## src/rtl/control_unit.sv

```systemverilog
// -----------------------------------------------------------------------------
// control_unit
//
// Moore FSM controller for the 16-bit datapath. It holds the program counter
// (PC) and the instruction register (IR). It fetches from a synchronous
// instruction ROM with one cycle of latency, decodes the 4-bit opcode in
// IR[15:12], and sequences NOOP, STORE, LOAD, ADD, SUB and HALT. The datapath
// control outputs connect one-to-one to the datapath ports.
//
// Instruction timing: FETCH, DECODE, execute (3 cycles). LOAD uses two execute
// cycles (LOAD_A, LOAD_B), so it takes 4 cycles. HALT is held until reset.
//
// Optional feature (compile-time macro CU_JUMP_EN):
//   defined   : opcode 6 is JUMP. PC <= IR[PC_W-1:0], zero-extended when
//               PC_W > 12. No datapath writes. Fetching resumes at the target.
//   undefined : opcode 6 decodes as NOOP and the JUMP state is unreachable.
//
// Parameters
//   PC_W       PC / instruction address width (program space 2**PC_W words)
//
// Ports
//   clk        system clock; all state updates happen on posedge
//   reset      synchronous, active-high; forces INIT, PC=0, IR=0
//   I_data     instruction ROM q, valid one cycle after I_addr is sampled
//   I_addr     instruction ROM address (always equals PC)
//   D_addr     data memory address
//   D_wr       data memory write enable (forced low while reset=1)
//   RF_sel     register write-data select: 0 = ALU result, 1 = data memory q
//   RF_W_en    register file write enable (forced low while reset=1)
//   WriteAddr  register file write address, IR[3:0]
//   rdAddrA    register file read address A, IR[11:8]
//   rdAddrB    register file read address B, IR[7:4]
//   ALU_s0     ALU function: 0 = pass-zero, 1 = A+B, 2 = A-B
//   PC_out     monitor: current PC
//   IR_out     monitor: current IR
//   state_out  monitor: current state encoding
//   halted     high while in HALT
// -----------------------------------------------------------------------------
module control_unit #(
    parameter int unsigned PC_W = 7
) (
    input  logic            clk,
    input  logic            reset,
    input  logic [15:0]     I_data,
    output logic [PC_W-1:0] I_addr,
    output logic [7:0]      D_addr,
    output logic            D_wr,
    output logic            RF_sel,
    output logic            RF_W_en,
    output logic [3:0]      WriteAddr,
    output logic [3:0]      rdAddrA,
    output logic [3:0]      rdAddrB,
    output logic [2:0]      ALU_s0,
    output logic [PC_W-1:0] PC_out,
    output logic [15:0]     IR_out,
    output logic [3:0]      state_out,
    output logic            halted
);

    // State encodings are visible on state_out and must stay fixed.
    localparam logic [3:0] StInit   = 4'd0;
    localparam logic [3:0] StFetch  = 4'd1;
    localparam logic [3:0] StDecode = 4'd2;
    localparam logic [3:0] StLoadA  = 4'd3;
    localparam logic [3:0] StLoadB  = 4'd4;
    localparam logic [3:0] StStore  = 4'd5;
    localparam logic [3:0] StAdd    = 4'd6;
    localparam logic [3:0] StSub    = 4'd7;
    localparam logic [3:0] StNoop   = 4'd8;
    localparam logic [3:0] StHalt   = 4'd9;
    localparam logic [3:0] StJump   = 4'd10;

    // Opcodes, taken from IR[15:12].
    localparam logic [3:0] OpNoop  = 4'd0;
    localparam logic [3:0] OpStore = 4'd1;
    localparam logic [3:0] OpLoad  = 4'd2;
    localparam logic [3:0] OpAdd   = 4'd3;
    localparam logic [3:0] OpSub   = 4'd4;
    localparam logic [3:0] OpHalt  = 4'd5;
`ifdef CU_JUMP_EN
    localparam logic [3:0] OpJump  = 4'd6;
`endif

    // ALU function codes.
    localparam logic [2:0] AluZero = 3'd0;
    localparam logic [2:0] AluAdd  = 3'd1;
    localparam logic [2:0] AluSub  = 3'd2;

    logic [3:0]      state_q, state_d;
    logic [PC_W-1:0] pc_q, pc_d;
    logic [15:0]     ir_q, ir_d;
    logic [3:0]      opcode;

    // Raw enables before reset gating.
    logic            d_wr_raw;
    logic            rf_we_raw;

    assign opcode = ir_q[15:12];

`ifdef CU_JUMP_EN
    // The jump target is the low bits of IR. It is zero-extended when PC_W
    // is wider than the 12-bit operand field.
    logic [PC_W-1:0] jump_tgt;

    always_comb begin
        jump_tgt = '0;
        for (int i = 0; i < int'(PC_W); i++) begin
            if (i < 12) begin
                jump_tgt[i] = ir_q[i];
            end
        end
    end
`endif

    // -------------------------------------------------------------------------
    // Next-state, PC and IR
    // -------------------------------------------------------------------------
    always_comb begin
        state_d = state_q;
        pc_d    = pc_q;
        ir_d    = ir_q;

        case (state_q)
            StInit: begin
                pc_d    = '0;
                state_d = StFetch;
            end

            StFetch: begin
                // The ROM already holds the word for the current PC.
                // The increment wraps naturally at 2**PC_W.
                ir_d    = I_data;
                pc_d    = pc_q + PC_W'(1);
                state_d = StDecode;
            end

            StDecode: begin
                case (opcode)
                    OpNoop:  state_d = StNoop;
                    OpStore: state_d = StStore;
                    OpLoad:  state_d = StLoadA;
                    OpAdd:   state_d = StAdd;
                    OpSub:   state_d = StSub;
                    OpHalt:  state_d = StHalt;
`ifdef CU_JUMP_EN
                    OpJump: begin
                        // Load PC on entry to JUMP, so PC already holds the
                        // target while in JUMP. The ROM then samples the
                        // target on the JUMP->FETCH edge, and I_data is
                        // valid in the following FETCH.
                        pc_d    = jump_tgt;
                        state_d = StJump;
                    end
`endif
                    default: state_d = StNoop;  // illegal opcodes act as NOOP
                endcase
            end

            StLoadA: state_d = StLoadB;

            StLoadB, StStore, StAdd, StSub, StNoop, StJump: state_d = StFetch;

            StHalt: state_d = StHalt;

            default: state_d = StInit;
        endcase
    end

    always_ff @(posedge clk) begin
        if (reset) begin
            state_q <= StInit;
            pc_q    <= '0;
            ir_q    <= '0;
        end else begin
            state_q <= state_d;
            pc_q    <= pc_d;
            ir_q    <= ir_d;
        end
    end

    // -------------------------------------------------------------------------
    // Moore output decode from state and IR
    // -------------------------------------------------------------------------
    always_comb begin
        D_addr    = 8'h00;
        d_wr_raw  = 1'b0;
        RF_sel    = 1'b0;
        rf_we_raw = 1'b0;
        ALU_s0    = AluZero;

        case (state_q)
            StLoadA: begin
                // First LOAD cycle: the address is presented so that the
                // data memory output can settle. Nothing is written yet.
                D_addr = ir_q[11:4];
                RF_sel = 1'b1;
            end
            StLoadB: begin
                D_addr    = ir_q[11:4];
                RF_sel    = 1'b1;
                rf_we_raw = 1'b1;
            end
            StStore: begin
                D_addr   = ir_q[7:0];
                d_wr_raw = 1'b1;
            end
            StAdd: begin
                ALU_s0    = AluAdd;
                rf_we_raw = 1'b1;
            end
            StSub: begin
                ALU_s0    = AluSub;
                rf_we_raw = 1'b1;
            end
            default: begin
            end
        endcase
    end

    // Reset gates the write enables combinationally. An instruction that is
    // interrupted by reset therefore never commits on the reset edge.
    assign D_wr    = d_wr_raw & ~reset;
    assign RF_W_en = rf_we_raw & ~reset;

    // Register addresses are fixed IR fields. They only matter when an
    // enable is set.
    assign WriteAddr = ir_q[3:0];
    assign rdAddrA   = ir_q[11:8];
    assign rdAddrB   = ir_q[7:4];

    assign I_addr    = pc_q;
    assign PC_out    = pc_q;
    assign IR_out    = ir_q;
    assign state_out = state_q;
    assign halted    = (state_q == StHalt);

endmodule

```

## config.mk

```make
export PLATFORM = sky130hd
export DESIGN_NAME = control_unit
export DESIGN_NICKNAME = d
export VERILOG_FILES = /design/src/rtl/control_unit.sv
export SDC_FILE = /design/constraint.sdc
export NUM_CORES = 1
export LEC_CHECK = 0
export CORE_MARGIN = 2
export CORE_UTILIZATION = 40
export CTS_CLUSTER_SIZE = 20
export DETAILED_ROUTE_END_ITERATION = 8
export GPL_TIMING_DRIVEN = 0
export PLACE_DENSITY = 0.83
export RECOVER_POWER = 100
export SETUP_SLACK_MARGIN = 0.3
export SLEW_MARGIN = 30
export SYNTH_ARGS = -nofsm -noshare
export SYNTH_HDL_FRONTEND = slang
export SYNTH_SLANG_ARGS = --single-unit
```

## constraint.sdc

```tcl
create_clock -name clk -period 3.1 [get_ports clk]
set_clock_uncertainty 0.05 [all_clocks]
set_input_delay 0.93 -clock clk [delete_from_list [all_inputs] [get_ports clk]]
set_output_delay 0.93 -clock clk [all_outputs]
set_load 0.01 [all_outputs]
```

# Word level (Yosys, flattened, before mapping)
# Cells that the tools add are included.
# word_totals
register_bits	27
inputBits	18
output_inout_bits	61
word_cells	35
# classes
addsub	1
eq_ne	15
mux	8
bitwise	3
n_reduce_logical	5
# op_table
operator	count
4-bit one-hot mux with 5 select lines	2
4-bit by 3-bit == test with 1-bit output, second input constant	6
4-bit by 2-bit == test with 1-bit output, second input constant	4
8-bit one-hot mux with 2 select lines	1
7-bit one-hot mux with 2 select lines	1
4-bit == test, second input constant	3
4-bit by 1-bit == test with 1-bit output, second input constant	2
7-bit by 1-bit adder with 7-bit output, second input constant	1
7-bit OR reduction	1
4-bit zero test	1
2-bit one-hot mux with 2 select lines	1
1-bit two-way mux	3
3-bit OR reduction	1
1-bit bitwise AND	2
2-bit nonzero test	1
2-bit OR reduction	1
1-bit NOT	1

# Depth between registers and ports, before layout
# logic_depth
depth_word	4
mapped_depth	5
mapped_depth_nobuf	4

# Worst setup path before layout
# Ideal clock, no wire load.
# synth_timing
path_type	input to output
start	input port reset
end	output port RF_W_en
arrival_time_ns	1.667
required_ns	2.120
path_slack_ns	0.453
path_stages	3
path_buffers	2
cell_sequence	clkbuf_1 clkbuf_1 nor3_1
# synth_via
elab_chain_cells	2
# synth_lines
item	line_no	rtl
from (decl)	43	input logic reset,
1-bit NOT	223	assign RF_W_en = rf_we_raw & ~reset;
1-bit bitwise AND	223	
to (decl)	49	output logic RF_W_en,
# Every way passes these cells.

# Worst setup path after layout
# Ends and elaborated chain as after synthesis.

==> results.sh <==
export IMPL_run_status="complete, no violations"
export IMPL_r2r_start="state_out[3]"
export IMPL_worstReg2RegEnd="I_addr[4]"
export IMPL_fillCellCount=336
export IMPL_wl_per_cell_um=12.4
export IMPL_cts_tree="built"
export IMPL_postSynthAreaPerCell_um2=7.61
export IMPL_yosysWarnings=0
export IMPL_worstSetupStartpoint="reset"
export IMPL_synth_cell_types=33
export IMPL_post_synth_inst_count=204
export IMPL_buffer_ports_inserted=77
export IMPL_hold_path_class="flop to flop"
export IMPL_grt_antenna_before_repair=0
export IMPL_nNetsFinal=309
export IMPL_timing_max_transition_violations_final=0
export IMPL_place_congestion=0.810
export IMPL_post_layout_total_power_mw=1.06
export IMPL_synth_edff_count=0
export IMPL_synthFlopType="sky130_fd_sc_hd__dfxtp_1"
export IMPL_met3_length_um=218
export IMPL_clockRootBuffer="sky130_fd_sc_hd__clkbuf_8"
export IMPL_timing_critical_path_fanout_max=10
export IMPL_cts_clk_slew_worst_paths_ns=0.09
export IMPL_routed_via_count=1648
export IMPL_num_io_pins=79
export IMPL_finalHoldViolCount=0
export IMPL_worstSetupStartpointType="input port"
export IMPL_fmaxAchievable_mhz=342
export IMPL_critical_path_destination="RF_W_en"
export IMPL_core_area_um2=3690
export IMPL_tightest_slew_ns=0.702
export IMPL_p_comb_share_pct=40.9
export IMPL_die_area_um2=4400
export IMPL_vdd_ir_drop_worst_v=0.000228
export IMPL_n_antenna_cell=0
export IMPL_synthesis_area_um2=1550
export IMPL_drt_antenna_violating_nets=0
export IMPL_r2r_cells=5
export IMPL_hold_ws_ns=0.438
export IMPL_fraction_of_post_synthesis_cell_area_in_the_top_cell_type_by_area_pct=34.8
export IMPL_ys_async_sr_fraction_pct=0
export IMPL_grt_start_max_net_pins=16
export IMPL_power_frac_clock_pct=18.4
export IMPL_post_synth_most_frequent_cells="sky130_fd_sc_hd__nand2_1, sky130_fd_sc_hd__a21oi_1, sky130_fd_sc_hd__dfxtp_1"
export IMPL_swShare_pct=34.0
export IMPL_globalRouteOverflowTotal=0
export IMPL_tritoncts_num_buffers=3
export IMPL_drt_iter0_markers=115
export IMPL_row_count=22
export IMPL_chipHeight_um=66.3
export IMPL_totalNegativeSetupSlack_ns=0
export IMPL_leakagePower_nw=1.18
export IMPL_switchingPower_mw=0.362
export IMPL_layout_drive_gt1_share_pct=17.0
export IMPL_avgViaCountPerCell=4.89
export IMPL_clk_latency_ns=0.27
export IMPL_share_seq_of_total_power_pct=40.7
export IMPL_power_density_nw_per_um2=427
export IMPL_finalCritPeriodShare_pct=94.4
export IMPL_grt_usage_pct=19.6
export IMPL_detailroute_wirelength_met2_mm=2.01
export IMPL_start_util_pct=42.1
export IMPL_syn_to_final_growth_pct=60.4
export IMPL_first_global_vias=1419
export IMPL_clockBufferDepth=2
export IMPL_ys_ff_latch=27
export IMPL_ys_seq_area_share_pct=34.8
export IMPL_crit_path_end_kind="output port"
export IMPL_yosys_cell_count_top_type="sky130_fd_sc_hd__nand2_1"
export IMPL_synth_top_cells_by_area="sky130_fd_sc_hd__dfxtp_1, sky130_fd_sc_hd__nand2_1, sky130_fd_sc_hd__buf_4, sky130_fd_sc_hd__a21oi_1, sky130_fd_sc_hd__o21ai_0"
export IMPL_setup_worst_path_class="input port to output port"
export IMPL_grt_first_pass_wirelength_mm=6.81
export IMPL_synth_top_area_cell="sky130_fd_sc_hd__dfxtp_1"
export IMPL_grt_setup_unrepaired="yes"
export IMPL_internal_power_mw=0.702
export IMPL_htreeDepth=1
export IMPL_maxUsedRoutingLayer="met4"
export IMPL_reported_max_cap_violation_count=0
export IMPL_worst_endpoint_arrival_ns=1.95
export IMPL_drtPass1Iterations=4
export IMPL_synth_net_count=223
export IMPL_floorplan_die_width_um=66.3
export IMPL_drt_total_wl_mm=4.17
export IMPL_min_period_ns=2.93
export IMPL_setup_violations=0
export IMPL_hpwl_mm=3.05
export IMPL_tritoncts_num_sinks=27
export IMPL_final_core_util_pct=67.5
export IMPL_placed_cells=329
export IMPL_final_cell_count_no_fill=337
export IMPL_drt_drc_violations_left=0
export IMPL_reg2reg_setup_slack_ns=1.17
export IMPL_timing_max_slew_rel_slack_pct=52.8
export IMPL_met1_length_mm=1.93
export IMPL_cp_data_required_time_ns=2.12
==> worst min-delay path by stage <==
stage	startpoint	cells after the start	to
finish	IR_out[1]	2	IR_out[1]
global route	IR_out[0]	2	IR_out[0]
CTS	IR_out[1]	2	IR_out[1]
detailed placement	IR_out[1]	2	IR_out[1]
global placement	IR_out[9]	2	IR_out[9]
floorplan	IR_out[15]	2	IR_out[15]
==> stage by stage <==
step	setup WS, ns	cell area (µm²)
after floorplan	0.453	1550
after global placement	-0.715	2380
after detailed placement	-0.754	2380
after CTS	0.297	2520
after global routing	0.135	2490
final	0.173	2490
==> placed cells by master (no fill, tap or decap), types with 2 or more instances in the layout <==
master / Yosys / routed
sky130_fd_sc_hd__a211o_1: 2 / 2
sky130_fd_sc_hd__a211oi_1: 4 / 4
sky130_fd_sc_hd__a21oi_1: 29 / 29
sky130_fd_sc_hd__a311oi_1: 2 / 2
sky130_fd_sc_hd__and3_1: 4 / 4
sky130_fd_sc_hd__and3b_1: 3 / 3
sky130_fd_sc_hd__buf_2: 4 / 3
sky130_fd_sc_hd__buf_4: 20 / 21
sky130_fd_sc_hd__clkbuf_1: 9 / 10
sky130_fd_sc_hd__clkbuf_8: 0 / 6
sky130_fd_sc_hd__clkdlybuf4s50_1: 0 / 17
sky130_fd_sc_hd__dfxtp_1: 27 / 25
sky130_fd_sc_hd__dfxtp_2: 0 / 2
sky130_fd_sc_hd__dlygate4sd2_1: 0 / 11
sky130_fd_sc_hd__dlygate4sd3_1: 0 / 47
sky130_fd_sc_hd__nand2_1: 43 / 43
sky130_fd_sc_hd__nand2b_1: 6 / 6
sky130_fd_sc_hd__nor2_1: 6 / 6
sky130_fd_sc_hd__nor3_1: 5 / 4
sky130_fd_sc_hd__nor3_2: 3 / 4
sky130_fd_sc_hd__nor3b_1: 4 / 2
sky130_fd_sc_hd__nor3b_2: 0 / 2
sky130_fd_sc_hd__o211a_1: 3 / 3
sky130_fd_sc_hd__o21a_1: 5 / 5
sky130_fd_sc_hd__o21ai_0: 9 / 8
sky130_fd_sc_hd__or3b_2: 2 / 2
==> critical path: stages <==
cell and delay (ns):
sky130_fd_sc_hd__dlygate4sd2_1 0.25, sky130_fd_sc_hd__clkbuf_8 0.14, sky130_fd_sc_hd__clkbuf_1 0.23, sky130_fd_sc_hd__nor3_2 0.22, sky130_fd_sc_hd__clkbuf_1 0.18
==> metal layers <==
| metal | vias to the layer above | global-route usage [%] |
|---|---|---|
| met5 | - | 0 |
| met2 | 47 | 32.8 |
| li1 | 854 | - |
| met3 | 2 | 2.39 |
| met4 | 0 | 4.59 |
| met1 | 745 | 26.8 |
==> logic make-up (layout without fill, tap and decap cells) <==
| group | count (synthesis) | after routing | synth area share [%] |
|---|---|---|---|
| fa+ha+maj | 1 | 1 | 0.806 |
| mux | 1 | 1 | 0.725 |
| other cells | 1 | 1 | 0.242 |
| simple gates | 82 | 83 | 27.0 |
| flops | 27 | 27 | 34.8 |
| compound gates | 57 | 57 | 22.3 |
| buf+inv | 35 | 119 | 14.1 |
==> area by class of cell <==
class	instances	area, µm²	share of cell area [%]
multi-input cells	143	830	33.3
clock inverters	1	5.00	0.201
repair buffers	80	756	30.3
clock buffers	3	41.3	1.66
well taps	48	60.1	2.41
flip-flops and latches	27	543	21.8
plain buffers	35	256	10.3
==> power groups by stage <==
stage                     logic (mW)  registers [mW]  clock network (mW)
final                          0.435           0.433               0.195
after detailed placement       0.440           0.442                   0
after global placement         0.435           0.441                   0
after global routing           0.475           0.442               0.218
after floorplan                0.226           0.450                   0
after CTS                      0.464           0.436               0.203
==> state kept, by name, summed over array words and instances, names as in the netlist <==
register,flops
I_addr,7
state_out,4
IR_out,16
==> repair_timing <==
action | CTS | global route
setup endpoints to repair | 13 | 8
gates cloned | 1 | 0
hold buffers | 0 | 0
pin swaps | 0 | 0
gates resized for setup | 43 | 7
setup buffers | 3 | 0
Note: power is estimated with default switching activity, not from simulation.
